===== config.mk =====
export PLATFORM = sky130hd
export DESIGN_NAME = jk_onoff_bank
export DESIGN_NICKNAME = d
export VERILOG_FILES = /design/src/rtl/jk_onoff_bank.sv
export SDC_FILE = /design/constraint.sdc
export NUM_CORES = 1
export LEC_CHECK = 0
export ABC_AREA = 1
export BUFFER_PORTS_ARGS = -buffer_cell sky130_fd_sc_hd__buf_2
export CAP_MARGIN = 20
export CORE_ASPECT_RATIO = 1.25
export CORE_MARGIN = 4
export CORE_UTILIZATION = 45
export CTS_CLUSTER_SIZE = 30
export DETAILED_ROUTE_END_ITERATION = 10
export PLACE_DENSITY = 0.66
export SYNTH_ARGS = -nofsm -noshare
export SYNTH_HDL_FRONTEND = slang
export SYNTH_SLANG_ARGS = --single-unit
export TNS_END_PERCENT = 50

===== constraint.sdc =====
create_clock -name clk -period 2 [get_ports clk]
set_input_delay 0.4 -clock clk [delete_from_list [all_inputs] [get_ports clk]]
set_output_delay 0.4 -clock clk [all_outputs]
set_load 0.02 [all_outputs]

===== src/rtl/jk_onoff_bank.sv =====
// jk_onoff_bank: bank of NCH independent ON/OFF Moore controllers.
// Each channel turns on with j and off with k. The j&k=1 case is resolved by
// MODE: toggle, set-dominant or reset-dominant. After a transition the channel
// optionally ignores j/k for MIN_DWELL edges. force_off drives every channel
// OFF and clears any dwell in progress. The block also reports a one-cycle
// change strobe per channel and the number of channels that are ON.
//
// Handshake: there is none. j, k and force_off are level requests that are
// sampled on every rising clk edge. out, chg and on_cnt are all registered and
// all update on that same edge.
module jk_onoff_bank #(
  parameter int NCH       = 4,
  parameter int MODE      = 0,
  parameter int MIN_DWELL = 2,
  parameter int DW_W      = 4
) (
  input  logic                     clk,
  input  logic                     reset,
  input  logic [NCH-1:0]           j,
  input  logic [NCH-1:0]           k,
  input  logic                     force_off,
  output logic [NCH-1:0]           out,
  output logic [NCH-1:0]           chg,
  output logic [$clog2(NCH+1)-1:0] on_cnt,
  output logic [2*NCH-1:0]         state_dbg
);

  localparam int CW = $clog2(NCH+1);
  localparam logic [DW_W-1:0] DWELL_LD = DW_W'(MIN_DWELL);
  localparam bit USE_DWELL = (MIN_DWELL > 0);
  // MODE values other than 1 and 2 fall back to toggle behaviour.
  localparam bit JK_SET = (MODE == 1);
  localparam bit JK_RST = (MODE == 2);

  // state_dbg packs one 2-bit code per channel, channel 0 in the low bits.
  typedef enum logic [1:0] {
    S_OFF      = 2'd0,
    S_ON       = 2'd1,
    S_OFF_HOLD = 2'd2,
    S_ON_HOLD  = 2'd3
  } ch_state_t;

  logic [NCH-1:0] out_d;
  logic [CW-1:0]  on_cnt_d;

  for (genvar g = 0; g < NCH; g++) begin : g_ch
    ch_state_t       st_q, st_d;
    logic [DW_W-1:0] cnt_q, cnt_d;
    logic            take_on, take_off;

    // Decode j/k into on/off requests. The j&k=1 resolution is folded in here.
    always_comb begin
      take_on  = j[g] & (~k[g] | ~JK_RST);
      take_off = k[g] & (~j[g] | ~JK_SET);
    end

    // Next state. A HOLD state counts down and returns to its base state on the
    // edge where the counter would reach zero. A no-change outcome does not
    // reload the dwell counter.
    always_comb begin
      st_d  = st_q;
      cnt_d = cnt_q;
      case (st_q)
        S_OFF: begin
          if (take_on) begin
            st_d  = USE_DWELL ? S_ON_HOLD : S_ON;
            cnt_d = DWELL_LD;
          end
        end
        S_ON: begin
          if (take_off) begin
            st_d  = USE_DWELL ? S_OFF_HOLD : S_OFF;
            cnt_d = DWELL_LD;
          end
        end
        S_OFF_HOLD: begin
          if (cnt_q > DW_W'(1)) begin
            cnt_d = cnt_q - 1'b1;
          end else begin
            cnt_d = '0;
            st_d  = S_OFF;
          end
        end
        S_ON_HOLD: begin
          if (cnt_q > DW_W'(1)) begin
            cnt_d = cnt_q - 1'b1;
          end else begin
            cnt_d = '0;
            st_d  = S_ON;
          end
        end
        default: begin
          st_d  = S_OFF;
          cnt_d = '0;
        end
      endcase
      // force_off overrides j/k, MODE and dwell, and it does not start a dwell.
      if (force_off) begin
        st_d  = S_OFF;
        cnt_d = '0;
      end
    end

    // Channel state and dwell counter registers.
    always_ff @(posedge clk) begin
      if (reset) begin
        st_q  <= S_OFF;
        cnt_q <= '0;
      end else begin
        st_q  <= st_d;
        cnt_q <= cnt_d;
      end
    end

    assign out_d[g]           = (st_d == S_ON) || (st_d == S_ON_HOLD);
    assign state_dbg[2*g +: 2] = st_q;
  end

  // Population count of the next output vector, so on_cnt never lags out.
  always_comb begin
    on_cnt_d = '0;
    for (int i = 0; i < NCH; i++) begin
      on_cnt_d = on_cnt_d + CW'(out_d[i]);
    end
  end

  // Registered outputs. chg compares the next output with the current one.
  always_ff @(posedge clk) begin
    if (reset) begin
      out    <= '0;
      chg    <= '0;
      on_cnt <= '0;
    end else begin
      out    <= out_d;
      chg    <= out_d ^ out;
      on_cnt <= on_cnt_d;
    end
  end

endmodule


Word-level counts from Yosys, hierarchy flattened

Cells that the tools add are included.

Register bits after elaboration: 35

$add $sub $neg: 7
Magnitude comparators: 4
Eq/ne operators: 28
Reduce and logical (&&, ||, !) cells: 17
Mux-type cells: 40
Bitwise logic cells: 1

Operators with widths:

| operator              | count |
|---|---|
| $mux W4               | 12 |
| $pmux W4 S3           | 4 |
| $mux W2               | 20 |
| $pmux W2 S4           | 4 |
| $eq A2 B2 Y1 const B  | 12 |
| $eq A2 B1 Y1 const B  | 8 |
| $gt A4 B1 Y1 const B  | 4 |
| $ne A2 B2 Y1 const B  | 8 |
| $sub A4 B1 Y4 const B | 4 |
| $reduce_or A2 Y1      | 5 |
| $logic_not A2 Y1      | 4 |
| $reduce_and A2 Y1     | 4 |
| $logic_or A1 B1 Y1    | 4 |
| $xor A4 B4 Y4         | 1 |
| $add A2 B1 Y3         | 1 |
| $add A3 B1 Y3         | 1 |
| $add A1 B1 Y2         | 1 |

Longest topological paths before layout

Gate-level depths: netlist of run 1.

Word-level depth: 9
Depth in mapped cells: 11
Gate-level depth less buffers: 11

Worst setup path before layout of run 1

No wires, ideal clock.

Path type: reg-to-reg
From: register out[3] (netlist name)
To: register on_cnt[1]
Library setup time: 0.128 ns
Data required time: 1.872 ns
Path slack: -0.008 ns
Period minus slack after synthesis: 2.008 ns
Data arrival time: 1.881 ns
Cell stages (with the launch flop): 10
Path through: dfxtp_1 -> nor2_4 -> a21oi_1 -> nand2_1 -> inv_1 -> fa_1 -> ha_1 -> ha_1 -> inv_1 -> nor2_1

RTL lines:

| item                 | line | text |
|---|---|---|
| to (signal assigned) | 136  | `on_cnt <= on_cnt_d;` |
| to (decl)            | 24   | `output logic [$clog2(NCH+1)-1:0] on_cnt,` |

Worst setup path after layout of run 1

From: register g_ch[1].st_q[0]
To: register on_cnt[1]

Longest elaborated chain between the ends: 8
Elaborated cells on any way between the ends: 16

Ends and longest elaborated chain:

| item                                                | line | text |
|---|---|---|
| from (decl)                                         | 47   | `ch_state_t st_q, st_d;` |
| from (signal assigned)                              | 110  | `st_q <= st_d;` |
| $eq A2 B2 Y1 (tied with other cells)                | 63   | `case (st_q)` |
| $pmux W2 S4 (*)                                     | 63   |  |
| $mux W2 (*)                                         | 98   | `if (force_off) begin` |
| $eq A2 B1 Y1 / $eq A2 B2 Y1 (equally long branches) | 115  | `assign out_d[g] = (st_d == S_ON) \|\| (st_d == S_ON_HOLD);` |
| $logic_or A1 B1 Y1 (*)                              | 115  |  |
| named net out_d[1]                                  | 43   | `logic [NCH-1:0] out_d;` |
| $add A1 B1 Y2 (*)                                   | 123  | `on_cnt_d = on_cnt_d + CW'(out_d[i]);` |
| $add A2 B1 Y3 (*)                                   | 123  |  |
| $add A3 B1 Y3 (*)                                   | 123  |  |
| named net on_cnt_d[1]                               | 44   | `logic [CW-1:0] on_cnt_d;` |

Mark *: on every way through the listed nets, which the timed path passes. The rest lies on a longest branch.
A chain may end at the register's enable or synchronous reset.

==> flow_summary_export.csv, run 1 <==
group,metric,value,unit
run_status,status,"finished clean",
grt,antenna_found_initial,0,
critical_path,crit_slowest_cell,"fa_1",
yosys,synth-seq-cells,33,
clocking,cts_tree,"done",
yosys,ys_seq_area_share,37.4,%
pwr,powerDensity,742,nW/µm²
grt,grt_pass1_vias,1557,
floorplan,initial_utilization,46.7,%
cells_and_area,regArea,672,µm²
sta,fin_hold_ws,0.467,ns
sta,worst_slew_pin_slew,0.441,ns
yosys,synth_area_leader_cell,"dfxtp_1",
yosys,syn_area,1770,µm²
job,max-cap-violations,0,
floorplan,design.portCount,30,
yosys,yosysMostFrequentCell,"nand2_1",
clocking,clock-sinks,33,
yosys,synth_compound_gate_area_share,9.20,%
sta,skew,0.00564,ns
pwr,peakVddDrop,0.000589,V
floorplan,die_w,64.1,µm
cells_and_area,syn_to_final_growth,19.7,%
critical_path,crit_chain,"nor2_1 -> nand2_2 -> nand3_1 -> inv_1 -> fa_1 -> ha_2 -> ha_1 -> inv_1 -> nor2_1",
yosys,synthSimpleGateAreaFrac,33.9,%
critical_path,r2r_setup_slack,0.13,ns
pwr,total_power,1570,µW
clocking,worstSkewPairLatency,0.28,ns
cells_and_area,num_antenna_cells,0,
clocking,root_buffer,"clkbuf_8",
sta,timing.fmax,535,MHz
yosys,synth-edff-count,0,
route,dr.pass1.iters,4,
yosys,synthTopCellsByCount,"nand2_1, inv_1, nor2_1, dfxtp_1, nand3_1",
pwr,p_leak,0.00107,µW
critical_path,worstPathArrival,2.04,ns
sta,finalMaxSlewViolations,0,
yosys,synth-warning-count,0,
grt,track_usage,16.2,%
route,viasPerCell,4.56,
critical_path,path_delay_family,"adder cells",
yosys,synth_top_family_by_area,"simple AND/OR/NAND/NOR gates",
critical_path,crit_fanout,5,
grt,grt-ovfl-total,0,
hold_path,holdCritPathClass,"register to register",
critical_path,max_stage_delay,0.48,ns
hold_path,whs_path_depth,2,
cells_and_area,num-nets-final,313,
placement,place.gp.congestion,0.873,
clocking,numCtsBuffers,5,
hold_path,hp-start,"g_ch[1].cnt_q[1]",
critical_path,path_buf_inv,2,
yosys,synthArstFlopShare,0,%
critical_path,crit_type,"register to register",
placement,io_buffers,29,
clocking,htree_levels,2,
yosys,syn_nets,274,
clocking,clk_path_buf_depth,2,
yosys,yosysTopAreaCellShare,37.4,%
clocking,ctsHoldBuffers,0,
yosys,synth_ff_type,"dfxtp_1",
grt,grt_max_degree,14,
sta,relSlewSlack,70.6,%
yosys,yosys.area_share.xor_xnor,0,%
cells_and_area,n_fill_cell,403,
critical_path,cp-end-kind,"register",
clocking,cts_setup_buffers,0,
yosys,avgSynthCellArea,7.02,µm²
clocking,path_clk_slew,0.06,ns
floorplan,die-area,5000,µm²
critical_path,r2r_end,"on_cnt[1]",
sta,rsz0062_at_grt,"no",
sta,min_period_over_period,93.4,%
yosys,synthCells,252,
critical_path,r2r_cells,9,
floorplan,dieHeight,78.1,µm
route,ant_nets,0,
hold_path,holdPathEnd,"g_ch[1].cnt_q[1]",
floorplan,coreArea,3780,µm²
critical_path,r2r_start,"g_ch[1].st_q[0]",
sta,hold_viol,0,
route,drt-total-wl,3500,µm
grt,grt_pass1_wl,6480,µm
clocking,cts_resized,0,
critical_path,startpoint_type,"register",
floorplan,num_rows,25,
route,route.vias.total,1574,
cells_and_area,drive_gt1_share,26.1,%
route,wl_per_cell,10.1,µm
sta,finalSetupViolCount,0,
placement,post-dp-hpwl,2690,µm
cells_and_area,multi_input_area,916,µm²
yosys,ys_top_cells_by_area,"dfxtp_1, nand2_1, inv_1",
route,drc,0,
yosys,synth_adder_area_share,8.21,%
sta,period_needed,1.87,ns
yosys,synth.area.mux_share,0,%
route,drt-initial-drc-count,44,
yosys,synth.distinct_cells,24,
critical_path,required,2.17,ns
cells_and_area,fin_util,55.9,%
-- how the worst max path moves through the flow --
| stage | startpoint | endpoint | slack (ns) | cells after the start |
|---|---|---|---|---|
| global placement | j[0] | on_cnt[1] | 0.05 | 10 |
| CTS | g_ch[0].st_q[1] | on_cnt[1] | 0.04 | 9 |
| floorplan | g_ch[3].st_q[1] | on_cnt[1] | 0.01 | 9 |
| global route | out[3] | on_cnt[1] | 0.02 | 10 |
| detailed placement | j[0] | on_cnt[1] | -0.01 | 10 |
| finish | g_ch[1].st_q[0] | on_cnt[1] | 0.13 | 9 |
-- worst register-to-register path: cells and delay by family, from the launching register on --
family	cells	cell delay, ns
DFF	1	0.35
buffers and inverters	2	0.12
and+or+nand+nor	4	0.34
adders and majority gates	3	0.95
-- state kept, by name (all words and copies together) (netlist names) --
register and cells:
chg 4, g_ch.cnt_q 16, on_cnt 3, out 3, g_ch.st_q 7
-- final cells by class --
type | count | share of cell area (%)
clock buffers | 7 | 4.08
inverters | 47 | 8.34
multi-input cells | 168 | 43.3
flip-flops and latches | 33 | 31.8
well taps | 54 | 3.19
repair buffers | 36 | 9.34
-- logic make-up (layout without fill, tap and decap cells) --
| kind of cell | Yosys count | after routing |
|---|---|---|
| compound gates | 28 | 28 |
| fa+ha+maj | 11 | 11 |
| buf+inv | 51 | 90 |
| flops | 33 | 33 |
| simple gates | 129 | 129 |
-- layout by cell type, fill, tap and decap left out, drive strengths merged --
master / count
fa: 1
o21ai: 9
nand3: 28
o21bai: 3
inv: 47
nor2: 40
ha: 10
nand2: 58
nand4: 3
clkbuf: 7
buf: 36
dfxtp: 33
a21oi: 16
-- per-stage QoR --
stage,setup slack (ns),instances,TNS [ns],instance area (µm²)
4_1_cts,0.0371,345,0,2100
6_report,0.132,345,0,2120
2_1_floorplan,0.0127,252,0,1770
3_5_place_dp,-0.0136,338,-0.0136,2010
5_1_grt,0.0169,345,0,2120
3_3_place_gp,0.0485,338,0,2010
-- power breakdown --
group	total (µW)	internal, µW	leakage (µW)	switching (µW)
logic	344	129	0.000749	215
clock network	501	273	0.0000443	229
registers	724	697	0.000272	27.3
total	1570	1100	0.00107	471
-- routing by layer --
| metal | vias up | global-route usage, % | share of wire (%) |
|---|---|---|---|
| li1 | 855 | - | - |
| met1 | 678 | 19.8 | 47 |
| met2 | 35 | 25.7 | 44 |
| met3 | 6 | 5.58 | 7.0 |
| met4 | 0 | 6.91 | 1.7 |
| met5 | - | 0 | 0 |
Note: power is estimated with default switching activity, not from simulation.
==> inputs of run 2 (changes only) <==
CORE_UTILIZATION = 50   (was 45)
PLACE_DENSITY = 0.72   (was 0.66)
==> flow_summary_export.csv, run 2 (synthesis results as in run 1) <==
group,metric,value,unit
run_status,status,"finished clean",
floorplan,num_rows,23,
pwr,peakVddDrop,0.000600,V
grt,track_usage,18.3,%
clocking,path_clk_slew,0.07,ns
route,route.vias.total,1594,
floorplan,coreArea,3310,µm²
sta,finalMaxSlewViolations,0,
placement,dpl_cell_area,1980,µm²
cells_and_area,num_antenna_cells,0,
clocking,ctsHoldBuffers,0,
sta,min_period_over_period,93.3,%
critical_path,worstPathArrival,2.04,ns
cells_and_area,drive_gt1_share,25.8,%
floorplan,dieHeight,74.5,µm
pwr,p_switching,476,µW
cells_and_area,top_regs,"g_ch.cnt_q (16), g_ch.st_q (7), chg (4)",
critical_path,startpoint_type,"register",
sta,period_needed,1.87,ns
clocking,clock-sinks,33,
sta,finalSetupViolCount,0,
floorplan,die-area,4560,µm²
clocking,numCtsBuffers,5,
job,max-cap-violations,0,
placement,io_buffers,29,
floorplan,design.portCount,30,
grt,grt-ovfl-total,0,
grt,antenna_found_initial,0,
route,drt-initial-drc-count,55,
grt,grt_max_degree,15,
grt,grt_pass1_vias,1509,
clocking,cts_tree,"done",
floorplan,initial_utilization,53.4,%
cells_and_area,n_fill_cell,305,
cells_and_area,largest_register_ffs,16,
clocking,htree_levels,2,
clocking,clk_path_buf_depth,2,
pwr,p_sw_share,29.6,%
pwr,powerDensity,768,nW/µm²
critical_path,crit_type,"register to register",
placement,post-dp-hpwl,2690,µm
clocking,root_buffer,"clkbuf_8",
critical_path,crit_fanout,4,
route,wl_per_cell,10.8,µm
pwr,p_leak,0.00107,µW
pwr,p_clk_share,33.7,%
cells_and_area,syn_to_final_growth,18.6,%
route,viasPerCell,4.86,
sta,worst_slew_pin_slew,0.436,ns
cells_and_area,stdcell_count,328,
clocking,worstSkewPairLatency,0.29,ns
sta,timing.fmax,536,MHz
cells_and_area,final_cell_mix,"nand2_1, inv_1, nor2_1, dfxtp_1, buf_2",
cells_and_area,num-nets-final,312,
cells_and_area,top_register,"g_ch.cnt_q",
grt,grt_pass1_wl,6180,µm
route,dr.pass1.iters,4,
critical_path,required,2.17,ns
cells_and_area,layout_commonest_cell,"nand2_1",
sta,hold_viol,0,
critical_path,cp-end-kind,"register",
sta,relSlewSlack,70.9,%
pwr,power_frac_comb,21.2,%
cells_and_area,regArea,668,µm²
route,ant_nets,0,
floorplan,die_w,61.2,µm
hold_path,holdCritPathClass,"input port to register",
cells_and_area,multi_input_area,915,µm²
route,drt-total-wl,3550,µm
cells_and_area,final_area,2100,µm²
placement,dpl.cell_count,320,
sta,skew,0.00365,ns
placement,place.gp.congestion,0.839,
route,drc,0,
pwr,intPower,1130,µW
pwr,seqPwrFrac,45.0,%
## run 2: per-stage QoR
stage / power (µW) / utilization, % / setup slack [ns] / hold slack [ns] / setup TNS [ns]
after global routing: 1710 / 63.4 / -0.00839 / 0.459 / -0.00839
after floorplan: 985 / - / 0.0127 / 0.442 / 0
after detailed placement: 1080 / 59.9 / 0.0251 / 0.460 / 0
after global placement: 1070 / 59.9 / 0.0622 / 0.453 / 0
after CTS: 1630 / 62.9 / 0.0855 / 0.443 / 0
final: 1610 / 63.4 / 0.135 / 0.451 / 0
## run 2: final timing paths
path | to | slack [ns] | startpoint | cells after the start
max | on_cnt[1] | 0.13 | g_ch[0].st_q[1] | 9
min | g_ch[0].st_q[0] | 0.45 | reset | 2
max reg2reg | on_cnt[1] | 0.13 | g_ch[0].st_q[1] | 9
min reg2reg | g_ch[1].cnt_q[1] | 0.47 | g_ch[1].cnt_q[1] | 2
## run 2: routing by layer
layer	GRT usage (%)	share of wire, %	vias to the layer above	routed length, µm
met3	4.17	5.3	8	189
met5	0	0	-	0
met2	29.1	46	34	1630
li1	-	-	856	-
met4	9.88	2.3	0	81
met1	22.5	46	696	1650
## run 2: power by group through the flow
stage	Sequential, µW	Combinational, µW	Clock, µW
2_1_floorplan	771	214	0
3_3_place_gp	738	335	0
3_5_place_dp	739	340	0
4_1_cts	725	342	562
5_1_grt	730	392	592
6_report	725	342	543
## run 2: repair_timing
| item | CTS | global route |
|---|---|---|
| resized for setup | 0 | 6 |
| endpoints found under the setup margin | 0 | 2 |
| setup buffers | 0 | 0 |
## run 2: critical path, cell delays in order (launching register included)
cell and delay (ns):
dfxtp_2 0.35, nor2_4 0.17, a21oi_2 0.08, nand2_1 0.08, inv_1 0.06, fa_1 0.47
ha_1 0.19, ha_1 0.26, inv_1 0.05, nor2_1 0.03
## run 2: area by class of cell
cell class	count	share of cell area [%]
Clock buffer	7	4.59
Sequential cell	33	31.9
Clock inverter	1	0.239
Multi-Input combinational cell	168	43.6
Tap cell	37	2.21
Timing Repair Buffer	35	9.07
Inverter	47	8.41
